$ cat config.mk
export PLATFORM = sky130hd
export DESIGN_NAME = i2c_master
export DESIGN_NICKNAME = d
export VERILOG_FILES = /design/src/rtl/i2c_pkg.sv /design/src/rtl/i2c_quarter_tick.sv /design/src/rtl/i2c_master.sv
export SDC_FILE = /design/constraint.sdc
export NUM_CORES = 1
export LEC_CHECK = 0
export ABC_AREA = 1
export CAP_MARGIN = 10
export CORE_AREA = 2 2 73 75
export DETAILED_ROUTE_END_ITERATION = 6
export DIE_AREA = 0 0 75 77
export DONT_BUFFER_PORTS = 1
export GPL_TIMING_DRIVEN = 0
export PLACE_DENSITY = 0.85
export REMOVE_ABC_BUFFERS = 1
export SYNTH_ARGS = -nofsm -noshare
export SYNTH_HDL_FRONTEND = slang
export SYNTH_SLANG_ARGS = --single-unit
$ cat constraint.sdc
create_clock -name clk -period 5.1 [get_ports clk]
set_input_delay 0.765 -clock clk [delete_from_list [all_inputs] [get_ports clk]]
set_output_delay 0.765 -clock clk [all_outputs]
set_load 0.01 [all_outputs]
$ cat src/rtl/i2c_pkg.sv
// -----------------------------------------------------------------------------
// i2c_pkg
// Shared definitions for the I2C controller and target blocks:
//   - state_t     : controller FSM state encoding
//   - Q0..Q3      : quarter indices inside a bit slot
//   - TARGET_ADDR_DEFAULT : default 7-bit address of the i2c target block
//   - is_slot / is_byte : classify states that run 4-quarter bit slots
// -----------------------------------------------------------------------------
package i2c_pkg;

  typedef enum logic [3:0] {
    S_IDLE,
    S_START,
    S_ADDR,
    S_ADDR_ACK,
    S_WRITE,
    S_WACK,
    S_READ,
    S_RNACK,
    S_STOP,
    S_DONE
  } state_t;

  localparam logic [1:0] Q0 = 2'd0;
  localparam logic [1:0] Q1 = 2'd1;
  localparam logic [1:0] Q2 = 2'd2;
  localparam logic [1:0] Q3 = 2'd3;

  localparam logic [6:0] TARGET_ADDR_DEFAULT = 7'h69;

  // States built from 4-quarter bit slots (data bytes and ACK bits).
  function automatic logic is_slot(state_t s);
    return s inside {S_ADDR, S_ADDR_ACK, S_WRITE, S_WACK, S_READ, S_RNACK};
  endfunction

  // States that carry 8 bit slots rather than a single one.
  function automatic logic is_byte(state_t s);
    return s inside {S_ADDR, S_WRITE, S_READ};
  endfunction

endpackage

$ cat src/rtl/i2c_quarter_tick.sv
// -----------------------------------------------------------------------------
// i2c_quarter_tick
// Divides clk into SCL quarter periods of CLK_DIV cycles.
// Ports:
//   clk      in  system clock
//   reset    in  synchronous active-low reset
//   i_clr    in  hold the counter at 0 (controller idle)
//   i_freeze in  hold the counter on its last count (SCL stretch)
//   o_tick   out high on the last cycle of each quarter
// -----------------------------------------------------------------------------
module i2c_quarter_tick #(
  parameter int unsigned CLK_DIV = 4
) (
  input  logic clk,
  input  logic reset,
  input  logic i_clr,
  input  logic i_freeze,
  output logic o_tick
);

  logic [7:0] r_cnt;
  logic       w_last;

  assign w_last = (r_cnt == 8'(CLK_DIV - 1));
  // A frozen quarter simply stays on its last count until released.
  assign o_tick = w_last && !i_freeze;

  // NOTE: sequential state is written only with non-blocking assignments so
  // every flop samples pre-edge values regardless of process ordering.
  always_ff @(posedge clk) begin
    if (!reset || i_clr) begin
      r_cnt <= '0;
    end else if (o_tick) begin
      r_cnt <= '0;
    end else if (!w_last) begin
      r_cnt <= r_cnt + 8'd1;
    end
  end

endmodule

$ cat src/rtl/i2c_master.sv
// -----------------------------------------------------------------------------
// i2c_master
// Single-master I2C controller: START, address+R/W, ACK, one data byte
// (write or read), STOP, one transaction per start_i request.
// Ports:
//   clk, reset          system clock, synchronous active-low reset
//   start_i             transaction request (accepted in IDLE only)
//   rw_i/addr_i/wdata_i 1=read / 7-bit target address / write byte
//   busy_o              transaction in progress
//   done_o              one-cycle pulse at transaction end
//   ack_err_o           target NACKed; held until the next start
//   rdata_o             read byte, loaded at done_o of a good read
//   scl_o/sda_o         open-drain drive: 0 = pull low, 1 = release
//   scl_i/sda_i         bus levels, registered once before use
// -----------------------------------------------------------------------------
module i2c_master
  import i2c_pkg::*;
#(
  parameter int unsigned CLK_DIV = 4
) (
  input  logic       clk,
  input  logic       reset,
  input  logic       start_i,
  input  logic       rw_i,
  input  logic [6:0] addr_i,
  input  logic [7:0] wdata_i,
  output logic       busy_o,
  output logic       done_o,
  output logic       ack_err_o,
  output logic [7:0] rdata_o,
  output logic       scl_o,
  output logic       sda_o,
  input  logic       scl_i,
  input  logic       sda_i
);

  state_t     r_state, w_state_nxt, w_state_after;
  logic [1:0] r_q, w_q_nxt, w_q_last;
  logic [2:0] r_bit, w_bit_nxt;

  logic       r_rw;
  logic [6:0] r_addr;
  logic [7:0] r_wdata;
  logic [7:0] r_shift;
  logic [7:0] r_rdata;
  logic       r_ack_err;
  logic       r_scl_in, r_sda_in;
  logic       r_sample;
  logic       r_scl_o, r_sda_o;
  logic       r_busy, r_done;

  logic       w_tick, w_clr, w_freeze;

  // Bus pin levels for a given position in the transaction: {scl, sda}.
  function automatic logic [1:0] bus_drive(state_t s, logic [1:0] q, logic [2:0] b,
                                           logic [7:0] addr_byte, logic [7:0] data_byte);
    unique case (s)
      S_START:                             bus_drive = 2'b10;
      S_ADDR:                              bus_drive = {q[1], addr_byte[3'd7 - b]};
      S_WRITE:                             bus_drive = {q[1], data_byte[3'd7 - b]};
      S_ADDR_ACK, S_WACK, S_READ, S_RNACK: bus_drive = {q[1], 1'b1};
      S_STOP:                              bus_drive = {q != Q0, q == Q2};
      default:                             bus_drive = 2'b11;
    endcase
  endfunction

  assign w_clr    = (r_state == S_IDLE) || (r_state == S_DONE);
  // Hold Q2 while a target stretches SCL; only the last count is affected.
  assign w_freeze = is_slot(r_state) && (r_q == Q2) && !r_scl_in;

  i2c_quarter_tick #(
    .CLK_DIV (CLK_DIV)
  ) u_tick (
    .clk      (clk),
    .reset    (reset),
    .i_clr    (w_clr),
    .i_freeze (w_freeze),
    .o_tick   (w_tick)
  );

  // NOTE: every signal written in an always_comb gets a default first, so no
  // path leaves it unassigned and no latch is inferred.
  always_comb begin
    w_state_nxt   = r_state;
    w_q_nxt       = r_q;
    w_bit_nxt     = r_bit;
    w_q_last      = Q3;
    w_state_after = S_IDLE;

    unique case (r_state)
      S_START:    begin w_q_last = Q1; w_state_after = S_ADDR;     end
      S_ADDR:     w_state_after = S_ADDR_ACK;
      // r_ack_err was updated on Q3's first cycle, before this slot ends.
      S_ADDR_ACK: w_state_after = r_ack_err ? S_STOP : (r_rw ? S_READ : S_WRITE);
      S_WRITE:    w_state_after = S_WACK;
      S_WACK:     w_state_after = S_STOP;
      S_READ:     w_state_after = S_RNACK;
      S_RNACK:    w_state_after = S_STOP;
      S_STOP:     begin w_q_last = Q2; w_state_after = S_DONE;     end
      default:    ;
    endcase

    unique case (r_state)
      S_IDLE: if (start_i) w_state_nxt = S_START;
      S_DONE: w_state_nxt = S_IDLE;
      default: begin
        if (w_tick) begin
          if (r_q == w_q_last) begin
            w_q_nxt = Q0;
            if (is_byte(r_state) && (r_bit != 3'd7)) begin
              w_bit_nxt = r_bit + 3'd1;
            end else begin
              w_bit_nxt   = 3'd0;
              w_state_nxt = w_state_after;
            end
          end else begin
            w_q_nxt = r_q + 2'd1;
          end
        end
      end
    endcase
  end

  always_ff @(posedge clk) begin
    if (!reset) begin
      r_state   <= S_IDLE;
      r_q       <= Q0;
      r_bit     <= 3'd0;
      r_rw      <= 1'b0;
      r_addr    <= '0;
      r_wdata   <= '0;
      r_shift   <= '0;
      r_rdata   <= '0;
      r_ack_err <= 1'b0;
      r_scl_in  <= 1'b1;
      r_sda_in  <= 1'b1;
      r_sample  <= 1'b0;
      r_scl_o   <= 1'b1;
      r_sda_o   <= 1'b1;
      r_busy    <= 1'b0;
      r_done    <= 1'b0;
    end else begin
      r_state  <= w_state_nxt;
      r_q      <= w_q_nxt;
      r_bit    <= w_bit_nxt;
      r_scl_in <= scl_i;
      r_sda_in <= sda_i;

      // Pins are decoded from the next position so they line up with r_state.
      {r_scl_o, r_sda_o} <= bus_drive(w_state_nxt, w_q_nxt, w_bit_nxt,
                                      {r_addr, r_rw}, r_wdata);
      r_busy <= !(w_state_nxt inside {S_IDLE, S_DONE});
      r_done <= (w_state_nxt == S_DONE);

      // Flags the first cycle of Q3, when the registered SDA is sampled.
      r_sample <= w_tick && (r_q == Q2) && is_slot(r_state);

      if ((r_state == S_IDLE) && start_i) begin
        r_rw      <= rw_i;
        r_addr    <= addr_i;
        r_wdata   <= wdata_i;
        r_ack_err <= 1'b0;
      end

      if (r_sample) begin
        unique case (r_state)
          S_ADDR_ACK, S_WACK: if (r_sda_in) r_ack_err <= 1'b1;
          S_READ:             r_shift <= {r_shift[6:0], r_sda_in};
          default:            ;
        endcase
      end

      if ((r_state == S_STOP) && (w_state_nxt == S_DONE) && r_rw && !r_ack_err) begin
        r_rdata <= r_shift;
      end
    end
  end

  assign busy_o    = r_busy;
  assign done_o    = r_done;
  assign ack_err_o = r_ack_err;
  assign rdata_o   = r_rdata;
  assign scl_o     = r_scl_o;
  assign sda_o     = r_sda_o;

endmodule
# After elaboration in Yosys (flattened, before gate mapping)

Index checks and enable logic that the tools add are counted.
Widths: inputs -> output; s select.

Bits in registers: 57
Latch bits: 0
Memory bits (writable): 0
Bits in read-only memories: 0
Output and inout bits: 13
Logic and storage cells: 99
Memories: 0

Add/subtract/negate cells: 4
Multiply operators: 0
Divide/modulo/power cells: 0
$lt $le $gt $ge: 1
Eq/ne operators: 23
Shift-type cells: 0
Muxes and demuxes: 25
Bitwise operators: 0
Reductions and logical operators: 29

Operators with widths:

| cell                | number |
|---|---|
| $eq 4x3->1 const B  | 8 |
| $pmux 4 s7          | 1 |
| $mux 4              | 5 |
| $eq 4x2->1 const B  | 4 |
| $eq 4x4->1 const B  | 4 |
| $mux 3              | 4 |
| $logic_and 1x1->1   | 10 |
| $pmux 2 s5          | 1 |
| $add 8x1->8 const B | 1 |
| $eq 4x1->1 const B  | 2 |
| $eq 8x2->1 const B  | 1 |
| $logic_not 4->1     | 2 |
| $mux 2              | 4 |
| $pmux 4 s2          | 1 |
| $reduce_or 2->1     | 4 |
| $bmux 1 s3          | 2 |
| $mux 1              | 6 |
| $reduce_bool 6->1   | 1 |
| $logic_not 1->1     | 5 |
| $eq 2x2->1 const B  | 2 |
| $lt 3x4->1 const B  | 1 |
| $pmux 2 s2          | 1 |
| $reduce_bool 2->1   | 2 |
| $reduce_or 4->1     | 1 |
| other kinds (8)     | 9 |

# Depth between registers and ports, before layout

Gate-level depths: netlist (run 1).

Word-level depth: 12
Gate-level depth with buffers: 17
Gate-level depth less buffers: 17

# Cells and area by module

Synthesis (run 1) repeated with hierarchy kept, for this count alone.

Cell total of the unflattened synthesis: 409
Area, all modules: 2866.5 µm²

Modules (own cells, without submodules):

| module           | instances | cells an instance | area each (µm²) | seq. area each (µm²) |
|---|---|---|---|---|
| i2c_master       | 1         | 347               | 2427.3          | 980.9 |
| i2c_quarter_tick | 1         | 62                | 439.2           | 160.2 |

# Least setup slack after synthesis (run 1)

Ideal clock, no wire load.

Path kind: reg-to-reg
Start: register u_tick.r_cnt[0]
End: register r_rdata[6] (netlist: rdata_o[6])
Library setup time: 0.115 ns
Data arrival time: 1.957 ns
Required time: 4.985 ns
Slack: 3.027 ns
Cell stages (with the launch flop): 16
Buffers on the path: 1
Period minus slack after synthesis: 2.073 ns
Path through: dfxtp_1 ha_1 nand2_1 nor2_1 nand2_2 nor2_4 nand2_4 nand2_2 nand3_4 nand2_4 nand2_2 nor2_4 nand2_4 buf_6 o21ai_2 a21oi_2

Word-level cells in the longest chain between the ends: 8

Ends and longest elaborated chain:

| item                           | line                   | source |
|---|---|---|
| start: declaration             | i2c_quarter_tick.sv:21 | `logic [7:0] r_cnt;` |
| start signal: assignment       | i2c_quarter_tick.sv:36 | `r_cnt <= r_cnt + 8'd1;` |
| $eq 8x2->1                     | i2c_quarter_tick.sv:24 | `assign w_last = (r_cnt == 8'(CLK_DIV - 1));` |
| $logic_and 1x1->1              | i2c_quarter_tick.sv:26 | `assign o_tick = w_last && !i_freeze;` |
| $mux 4                         | i2c_master.sv:107      | `if (w_tick) begin` |
| $pmux 4 s2                     | i2c_master.sv:103      | `unique case (r_state)` |
| $eq 4x4->1                     | i2c_master.sv:173      | `if ((r_state == S_STOP) && (w_state_nxt == S_DONE) && r_rw && !r_ack_err) begin` |
| $logic_and 1x1->1 (3 in a row) | i2c_master.sv:173      |  |
| end signal: assignment         | i2c_master.sv:174      | `r_rdata <= r_shift;` |
| end: declaration               | i2c_master.sv:45       | `logic [7:0] r_rdata;` |

Every way passes these cells.
A chain may end at the register's enable or synchronous reset.

# Final worst setup path (run 1)

Start: register u_tick.r_cnt[0]
End: register r_rdata[1] (netlist: rdata_o[1])

Same word-level chain as after synthesis.

==> results of run 1 <==
==> logic make-up (layout without fill, tap and decap cells) <==
group	after synthesis	count (layout)	synth area share, %
fa+ha+maj	4	4	1.71
buf+inv	71	78	9.34
simple gates	215	215	35.8
xor+xnor	1	1	0.299
flops	57	57	38.9
compound gates	73	73	14.0
==> power by group <==
group / internal [W] / switching (W) / total, W
sequential: 0.000459 / 0.00000552 / 0.000464
clock: 0.000202 / 0.000169 / 0.000371
combinational: 0.0000182 / 0.0000367 / 0.0000549
total: 0.000679 / 0.000211 / 0.000890
==> final cells by class <==
class,instances,area (µm²)
Tap cell,70,87.6
Multi-Input combinational cell,293,1520
Fill cell,446,1820
Inverter,62,233
Clock buffer,14,163
Sequential cell,57,1140
Clock inverter,2,12.5
==> critical path, cell delays in order (launching register included) <==
cell and delay, ns:
dfxtp_1 0.39, ha_1 0.27, nand2_1 0.08, nor2_1 0.24
nand2_2 0.15, nor2_4 0.17, nand2_4 0.08, nand2_2 0.08
nand3_4 0.09, nand2_4 0.09, nand2_2 0.09, nor2_4 0.12
nand2_4 0.16, o21ai_1 0.23, a21oi_2 0.06
==> sequential cells by signal (all words and copies together) (netlist names) <==
signal and flops:
r_rw 1, sda_o 1, busy_o 1, r_q 2
r_bit 3, r_state 4, scl_o 1, r_sda_in 1
rdata_o 8, r_sample 1, r_shift 8, r_wdata 8
r_scl_in 1, done_o 1, r_addr 7, u_tick.r_cnt 8
ack_err_o 1
==> worst max-delay path by stage <==
stage,end,slack (ns),cells after the start
2_1_floorplan,rdata_o[0]$_SDFFE_PN0P_,3.04,14
3_3_place_gp,sda_o$_SDFF_PN1_,2.76,12
3_5_place_dp,sda_o$_SDFF_PN1_,2.73,12
4_1_cts,rdata_o[1]$_SDFFE_PN0P_,2.67,14
5_1_grt,sda_o$_SDFF_PN1_,2.36,12
6_report,rdata_o[1]$_SDFFE_PN0P_,2.68,14
==> cell usage after synthesis, types with 5 or more instances <==
cell      instances  share of area (%)
nand3_1          45                7.7
nand2_2          12                2.6
nor3_1            5               0.85
dfxtp_1          57                 39
a21oi_1          23                3.9
a21oi_2           8                2.4
nand2_1          66                8.4
clkbuf_1          8                1.0
o21ai_0          28                4.8
nand4_1           5                1.1
nor2_1           61                7.8
o21ai_1           9                1.5
inv_2             7               0.90
inv_1            54                6.9
==> cells in the final DEF (no fill, tap or decap), drive strengths merged <==
cell / count
nand3: 48
a21oi: 31
nand4: 5
a211oi: 1
clkinvlp: 1
xor2: 1
ha: 4
inv: 61
nand3b: 4
nor3: 5
nor2: 69
or2: 2
clkbuf: 14
dfxtp: 57
clkinv: 2
nand2: 82
a22oi: 1
o21ai: 39
o211ai: 1
==> stage by stage <==
stage | instances | utilization, % | power, W
floorplan | 412 | - | 0.000518
global placement | 482 | 59.9 | 0.000527
detailed placement | 482 | 59.9 | 0.000528
CTS | 498 | 63.4 | 0.000899
global route | 498 | 63.4 | 0.000930
finish | 498 | 63.4 | 0.000890
==> layer usage <==
metal / track usage (%) / share of wire, % / routed length, µm / up-vias
li1: - / - / - / 1356
met1: 29.0 / 48 / 2840 / 1166
met2: 35.4 / 45 / 2660 / 57
met3: 6.96 / 4.6 / 268 / 12
met4: 10.7 / 1.9 / 112 / 0
met5: 0 / 0 / 0 / -
==> flow_summary.ini, run 1 <==
[outcome]
status = complete, no violations

[timing]
max_freq_mhz = 414
post-route-period-util_pct = 47.4
rsz0062_at_grt = false
timing.hold.ws_ns = 0.452
finalSetupViolCount = 0
slew_headroom_pct = 56.2
fin_skew_ns = 0.00493
hold_violations = 0
post-route-min-period_ns = 2.42
drv_slew = 0
setup_ws_ns = 2.68
fin_setup_tns_ns = 0
max_slew.worst_pin.slew_ns = 0.656

[cells_and_area]
n_antenna_cell = 0
final_cell_area_mm2 = 0.00316
final_nets = 448
layout-drive-gt1-share_pct = 14.3
syn_to_final_growth_pct = 7.55

[clock_network]
cts_htree_levels = 3
clk_pin_slew_ns = 0.06
cts_buffers = 9
post_cts_buffers = 0
worstSkewPairLatency_ns = 0.33
root_buffer = clkbuf_8
clkSinkCount = 57
cts_hold_buffers = 0
cts-resized-gates = 0
tritoncts = built
cts.path.max_buffers = 2

[yosys]
async_flop_share_pct = 0
synth-main-ff-cell = dfxtp_1
syn_area_per_cell_um2 = 6.97
synth-edff-count = 0
ys_warn_count = 0
synthDistinctLibCells = 31
synthesis.area_mm2 = 0.00293
synth_seq_cells = 57
synthCells = 421
ys_seq_area_share_pct = 38.9

[worst_setup_path]
r2r_slack_ns = 2.68
rr_startpoint = u_tick.r_cnt[0]$_SDFFE_PP0P_
cp-startpoint = u_tick.r_cnt[0]$_SDFFE_PP0P_
reg2reg_depth = 14
critPathKind = flop to flop
worstReg2RegEnd = rdata_o[1]$_SDFFE_PN0P_
crit_arrival_ns = 2.64
required_ns = 5.32
crit_path_start_kind = flop
crit_fanout = 16
cp-end-kind = flop

[route]
drt-total-wl_mm = 5.88
ant_nets = 0
drt_first_pass_iters = 4
via_per_inst = 5.20
wl_per_cell_um = 11.8
vias = 2591
drc = 0
drt_iter0_markers = 142

[global_routing]
grt_max_degree = 38
antenna_found_initial = 0
grt-ovfl-total = 0
grt_usage_pct = 23.0
first_global_vias = 2396
grt_pass1_wl_mm = 10.2

[floorplan]
core_area_mm2 = 0.00498
die_h_um = 77
rows = 26
initial_core_util_pct = 58.9
die-area_mm2 = 0.00578
fp.dieW_um = 75
ioPinCount = 34

[place]
gp_congestion = 0.865
hpwlAfterDp_mm = 4.21
placed_cell_area_mm2 = 0.00298
io_buffers = 0
post-place-ws_ns = 2.73

[power_and_ir_drop]
ir_drop_uv = 221
leakage_nw = 1.36
power_density_mw_per_mm2 = 282

[worst_hold_path]
min_to = r_wdata[3]$_SDFFE_PN0P_
hold-path-cell-count = 2
worstHoldStart = r_wdata[3]$_SDFFE_PN0P_
hold_path_class = flop to flop

[job]
drv_cap = 0
(Power assumes the default switching activity.)
==> run 2: changes to the inputs <==
- CORE_AREA: 2 2 73 75 -> 2 2 75 77
- DIE_AREA: 0 0 75 77 -> 0 0 77 79
- PLACE_DENSITY: 0.85 -> 0.84
- clock period: 5.1 -> 2.2 ns (I/O delays scaled with it)
==> flow_summary.ini, run 2 (synthesis results as in run 1) <==
[global_routing]
antenna_found_initial = 0
grt_usage_pct = 22.2
first_global_vias = 2483
top_usage_layer = met2
grt_max_degree = 38
grt-ovfl-total = 0
grt_util_met3_pct = 4.89
grt_pass1_wl_mm = 10.8
met1_usage_pct = 26.8
use_met2_pct = 36.5

[worst_setup_path]
crit_buf_inv = 1
crit_fanout = 8
required_ns = 2.43
cp-end-kind = flop
critPathKind = flop to flop
slowest_delay_ns = 0.37
cpMostUsedCell = nand2_2
cp_cell_sequence = buf_6 -> nor2_4 -> nand2_2 -> nand2_2 -> nand2_4 -> nor2_8 -> nand4_1 -> nand2_2 -> nand2_4 -> nor2_4 -> nand2_8 -> o21ai_4 -> a21oi_2
r2r_slack_ns = -0.002
crit_arrival_ns = 2.44
cp_top_family = simple AND/OR/NAND/NOR gates
slowest_stage = dfxtp_4
crit_path_start_kind = flop

[power_and_ir_drop]
power.switching_w = 0.000541
leakage_nw = 1.57
swShare_pct = 24.1
combPwrFrac_pct = 7.3
clkPwrFrac_pct = 44.8
ir_drop_uv = 549
p_int_w = 0.00171
power_density_mw_per_mm2 = 626
power_frac_seq_pct = 47.9

[route]
via_per_inst = 5.38
ant_nets = 0
drt_first_pass_iters = 5
drt-total-wl_mm = 7.11
drt_iter0_markers = 155
vias = 2819
drc = 0
wl_per_cell_um = 13.6

[clock_network]
clkSinkCount = 57
root_buffer = clkbuf_8
cts.path.max_buffers = 2
clk_pin_slew_ns = 0.07
cts_htree_levels = 3
cts_hold_buffers = 0
worstSkewPairLatency_ns = 0.34
cts_buffers = 9
tritoncts = built

[cells_and_area]
final_cell_area_mm2 = 0.00359
final_cell_mix = nand2_1, nor2_1, inv_1
final_common_cell = nand2_1
layout-drive-gt1-share_pct = 26.3
final_nets = 472
syn_to_final_growth_pct = 22.3
n_antenna_cell = 0
fillers = 450

[timing]
fin_skew_ns = 0.00511
drv_slew = 0
finalSetupViolCount = 2
slew_headroom_pct = 68.0
post-route-period-util_pct = 100
rsz0062_at_grt = true
post-route-min-period_ns = 2.20
hold_violations = 0
setup_ws_ns = -0.00219
max_freq_mhz = 454
fin_setup_tns_ns = -0.00369
max_slew.worst_pin.slew_ns = 0.480

[floorplan]
initial_core_util_pct = 55.0
die_h_um = 79
fp.dieW_um = 77
rows = 27
die-area_mm2 = 0.00608
ioPinCount = 34
core_area_mm2 = 0.00534

[place]
placed_cell_area_mm2 = 0.00298
hpwlAfterDp_mm = 4.42
gp_congestion = 0.900
io_buffers = 0

[outcome]
violations = negative setup slack
status = finished, violations left

[job]
drv_cap = 0

[worst_hold_path]
hold_path_class = input port to flop
## run 2: cell types whose count changed in the layout (fill, tap and decap cells not counted), moves of 6 or more
cell	change
buf_4	+21
dfxtp_1	-8
o21ai_1	-8
nor2_1	-6
o21ai_2	+6
## run 2: final cells by class
class / instances / area (µm²) / area share (%)
inverter: 62 / 240 / 6.69
sequential: 57 / 1160 / 32.4
clock buffer: 11 / 151 / 4.22
timing repair buffer: 22 / 169 / 4.71
clock inverter: 5 / 53.8 / 1.50
tap: 72 / 90.1 / 2.51
multi-input combinational: 295 / 1720 / 48.0
## run 2: final timing paths
path,startpoint,cells after the start,end
max,r_state[0]$_SDFF_PN0_,13,rdata_o[1]$_SDFFE_PN0P_
min,sda_i,1,r_sda_in$_SDFF_PN1_
max reg2reg,r_state[0]$_SDFF_PN0_,13,rdata_o[1]$_SDFFE_PN0P_
min reg2reg,r_wdata[0]$_SDFFE_PN0P_,2,r_wdata[0]$_SDFFE_PN0P_
## run 2: worst reg2reg max path, stage by stage (launching register included)
cell,delay [ns]
dfxtp_4,0.37
buf_6,0.12
nor2_4,0.14
nand2_2,0.10
nand2_2,0.10
nand2_4,0.06
nor2_8,0.16
nand4_1,0.20
nand2_2,0.21
nand2_4,0.07
nor2_4,0.23
nand2_8,0.13
o21ai_4,0.18
a21oi_2,0.04
## run 2: what timing repair did
| item | CTS | global route |
|---|---|---|
| resized for setup | 18 | 39 |
| gates cloned | 0 | 2 |
| pin swaps | 0 | 20 |
| endpoints found under the setup margin | 10 | 10 |
| buffers inserted | 0 | 22 |
## run 2: metal layers
layer / routed length, µm / share of wire, %
met1: 3130 / 44
met2: 3370 / 47
met3: 363 / 5.1
met4: 248 / 3.5
met5: 0 / 0
## run 2: power groups by stage
stage          Combinational [W]  Sequential, W  Clock, W
4_1_cts                 0.000132        0.00108   0.00101
5_1_grt                 0.000182        0.00108   0.00106
3_3_place_gp            0.000123        0.00110         0
3_5_place_dp            0.000127        0.00110         0
6_report                0.000164        0.00108   0.00101
2_1_floorplan           0.000104        0.00110         0
## run 2: through the flow
stage | std cells | setup WS [ns] | total power, W | hold WS, ns | utilization (%)
6_report | 524 | -0.00219 | 0.00225 | 0.0944 | 67.2
5_1_grt | 524 | -0.0974 | 0.00232 | 0.0963 | 67.2
4_1_cts | 500 | 0.0000884 | 0.00222 | 0.0923 | 61.1
3_5_place_dp | 484 | -0.132 | 0.00123 | 0.442 | 55.9
3_3_place_gp | 484 | -0.139 | 0.00122 | 0.437 | 55.9
2_1_floorplan | 412 | 0.141 | 0.00120 | 0.429 | -
==> run 3: changes to the inputs <==
- PLACE_DENSITY: 0.84 -> 0.74
==> flow_summary.ini, run 3 (synthesis results as in run 1) <==
[clock_network]
clkSinkCount = 57
cts_htree_levels = 3
cts_buffers = 9
tritoncts = built
worstSkewPairLatency_ns = 0.33
cts.path.max_buffers = 2
clk_pin_slew_ns = 0.06
root_buffer = clkbuf_8

[floorplan]
initial_core_util_pct = 55.0
ioPinCount = 34
die-area_mm2 = 0.00608
die_h_um = 79
core_area_mm2 = 0.00534
fp.dieW_um = 77
rows = 27

[cells_and_area]
layout-drive-gt1-share_pct = 25.6
final_common_cell = nand2_1
n_antenna_cell = 0
final_cell_mix = nand2_1, nor2_1, inv_1
final_cell_area_mm2 = 0.00360
regArea_mm2 = 0.00117
postLayoutCoreUtil_pct = 67.4
multiInputGateArea_mm2 = 0.00173
fillers = 474
syn_to_final_growth_pct = 22.6
final_nets = 462

[worst_setup_path]
crit_fanout = 8
slowest_stage = dfxtp_4
cp-end-kind = flop
required_ns = 2.42
cp_cell_sequence = inv_4 -> nor2_4 -> nand2_2 -> nand2_2 -> nand2_4 -> nor2_8 -> nand2_4 -> nand2_4 -> nand3_4 -> nand2_4 -> nand2_4 -> nor2_4 -> nand2_8 -> o21ai_2 -> a21oi_2
rr_startpoint = r_state[0]$_SDFF_PN0_
cpMostUsedCell = nand2_4
crit_buf_inv = 1
cp-startpoint = r_state[0]$_SDFF_PN0_
crit_arrival_ns = 2.33
cp_top_family = simple AND/OR/NAND/NOR gates
crit_path_start_kind = flop
critPathKind = flop to flop
slowest_delay_ns = 0.41

[global_routing]
grt_max_degree = 38
grt_usage_pct = 20.7
grt-ovfl-total = 0
use_met2_pct = 36.2
antenna_found_initial = 0
top_usage_layer = met2
first_global_vias = 2448
grt_pass1_wl_mm = 10.1
met1_usage_pct = 24.9
grt_util_met3_pct = 4.66

[outcome]
status = complete, no violations

[power_and_ir_drop]
power_frac_seq_pct = 43.5
combPwrFrac_pct = 6.0
p_int_w = 0.00196
leakage_nw = 1.54
power.switching_w = 0.000510
power_density_mw_per_mm2 = 687
swShare_pct = 20.7
ir_drop_uv = 520
clkPwrFrac_pct = 50.5

[timing]
post-route-min-period_ns = 2.11
finalSetupViolCount = 0
setup_ws_ns = 0.0876
hold_violations = 0
drv_slew = 0
max_freq_mhz = 473
fin_skew_ns = 0.00652
fin_setup_tns_ns = 0
timing.hold.ws_ns = 0.106
max_slew.worst_pin.slew_ns = 0.482
slew_headroom_pct = 67.8
post-route-period-util_pct = 96.0

[route]
drt_first_pass_iters = 4
ant_nets = 0
vias = 2708
via_per_inst = 5.27
drt_iter0_markers = 153
drt-total-wl_mm = 6.55
drc = 0
wl_per_cell_um = 12.7

[place]
hpwlAfterDp_mm = 4.26
gp_congestion = 0.888
post-place-ws_ns = -0.188
placed_cell_area_mm2 = 0.00298
io_buffers = 0

[job]
drv_cap = 0

[worst_hold_path]
worstHoldStart = sda_i
hold_path_class = input port to flop
==> run 3: repair_timing <==
item | in CTS | in global routing
pin swaps | 1 | 14
gates resized for setup | 13 | 49
cloned | 0 | 1
setup buffers | 1 | 12
endpoints found under the hold margin | 0 | 0
hold buffers | 0 | 0
endpoints found under the setup margin | 11 | 10
==> run 3: final timing paths <==
check | end | slack [ns] | cells after the start
max reg2reg | rdata_o[2]$_SDFFE_PN0P_ | 0.09 | 15
min | r_sda_in$_SDFF_PN1_ | 0.11 | 1
max | rdata_o[2]$_SDFFE_PN0P_ | 0.09 | 15
min reg2reg | r_wdata[3]$_SDFFE_PN0P_ | 0.45 | 2
==> run 3: metrics by stage <==
stage                     total power, W  cells
final                            0.00247    514
after global routing             0.00256    514
after CTS                        0.00248    501
after detailed placement         0.00123    484
after global placement           0.00122    484
after floorplan                  0.00120    412
==> run 3: cell type report <==
type / instances / share of cell area, %
Clock buffer: 12 / 4.59
Inverter: 62 / 6.68
Clock inverter: 4 / 2.71
Multi-Input combinational cell: 294 / 48.0
Sequential cell: 57 / 32.5
Tap cell: 72 / 2.51
Timing Repair Buffer: 13 / 3.06
==> run 3: metal layers <==
layer | up-vias | part of all wire [%]
met5 | - | 0
met4 | 0 | 0.87
met3 | 6 | 5.8
met2 | 63 | 50
met1 | 1241 | 43
li1 | 1398 | -
==> run 3: power by group through the flow <==
stage / sequential [W] / combinational (W) / clock (W)
6_report: 0.00107 / 0.000149 / 0.00125
5_1_grt: 0.00108 / 0.000170 / 0.00131
4_1_cts: 0.00108 / 0.000129 / 0.00127
3_5_place_dp: 0.00110 / 0.000125 / 0
3_3_place_gp: 0.00110 / 0.000124 / 0
2_1_floorplan: 0.00110 / 0.000104 / 0
==> run 3: worst reg2reg max path: cells and delay by family, from the launching register on <==
| kind | cells | cell delay, ns |
|---|---|---|
| buf+inv | 1 | 0.05 |
| compound gates | 2 | 0.20 |
| flops | 1 | 0.41 |
| simple gates | 12 | 1.35 |
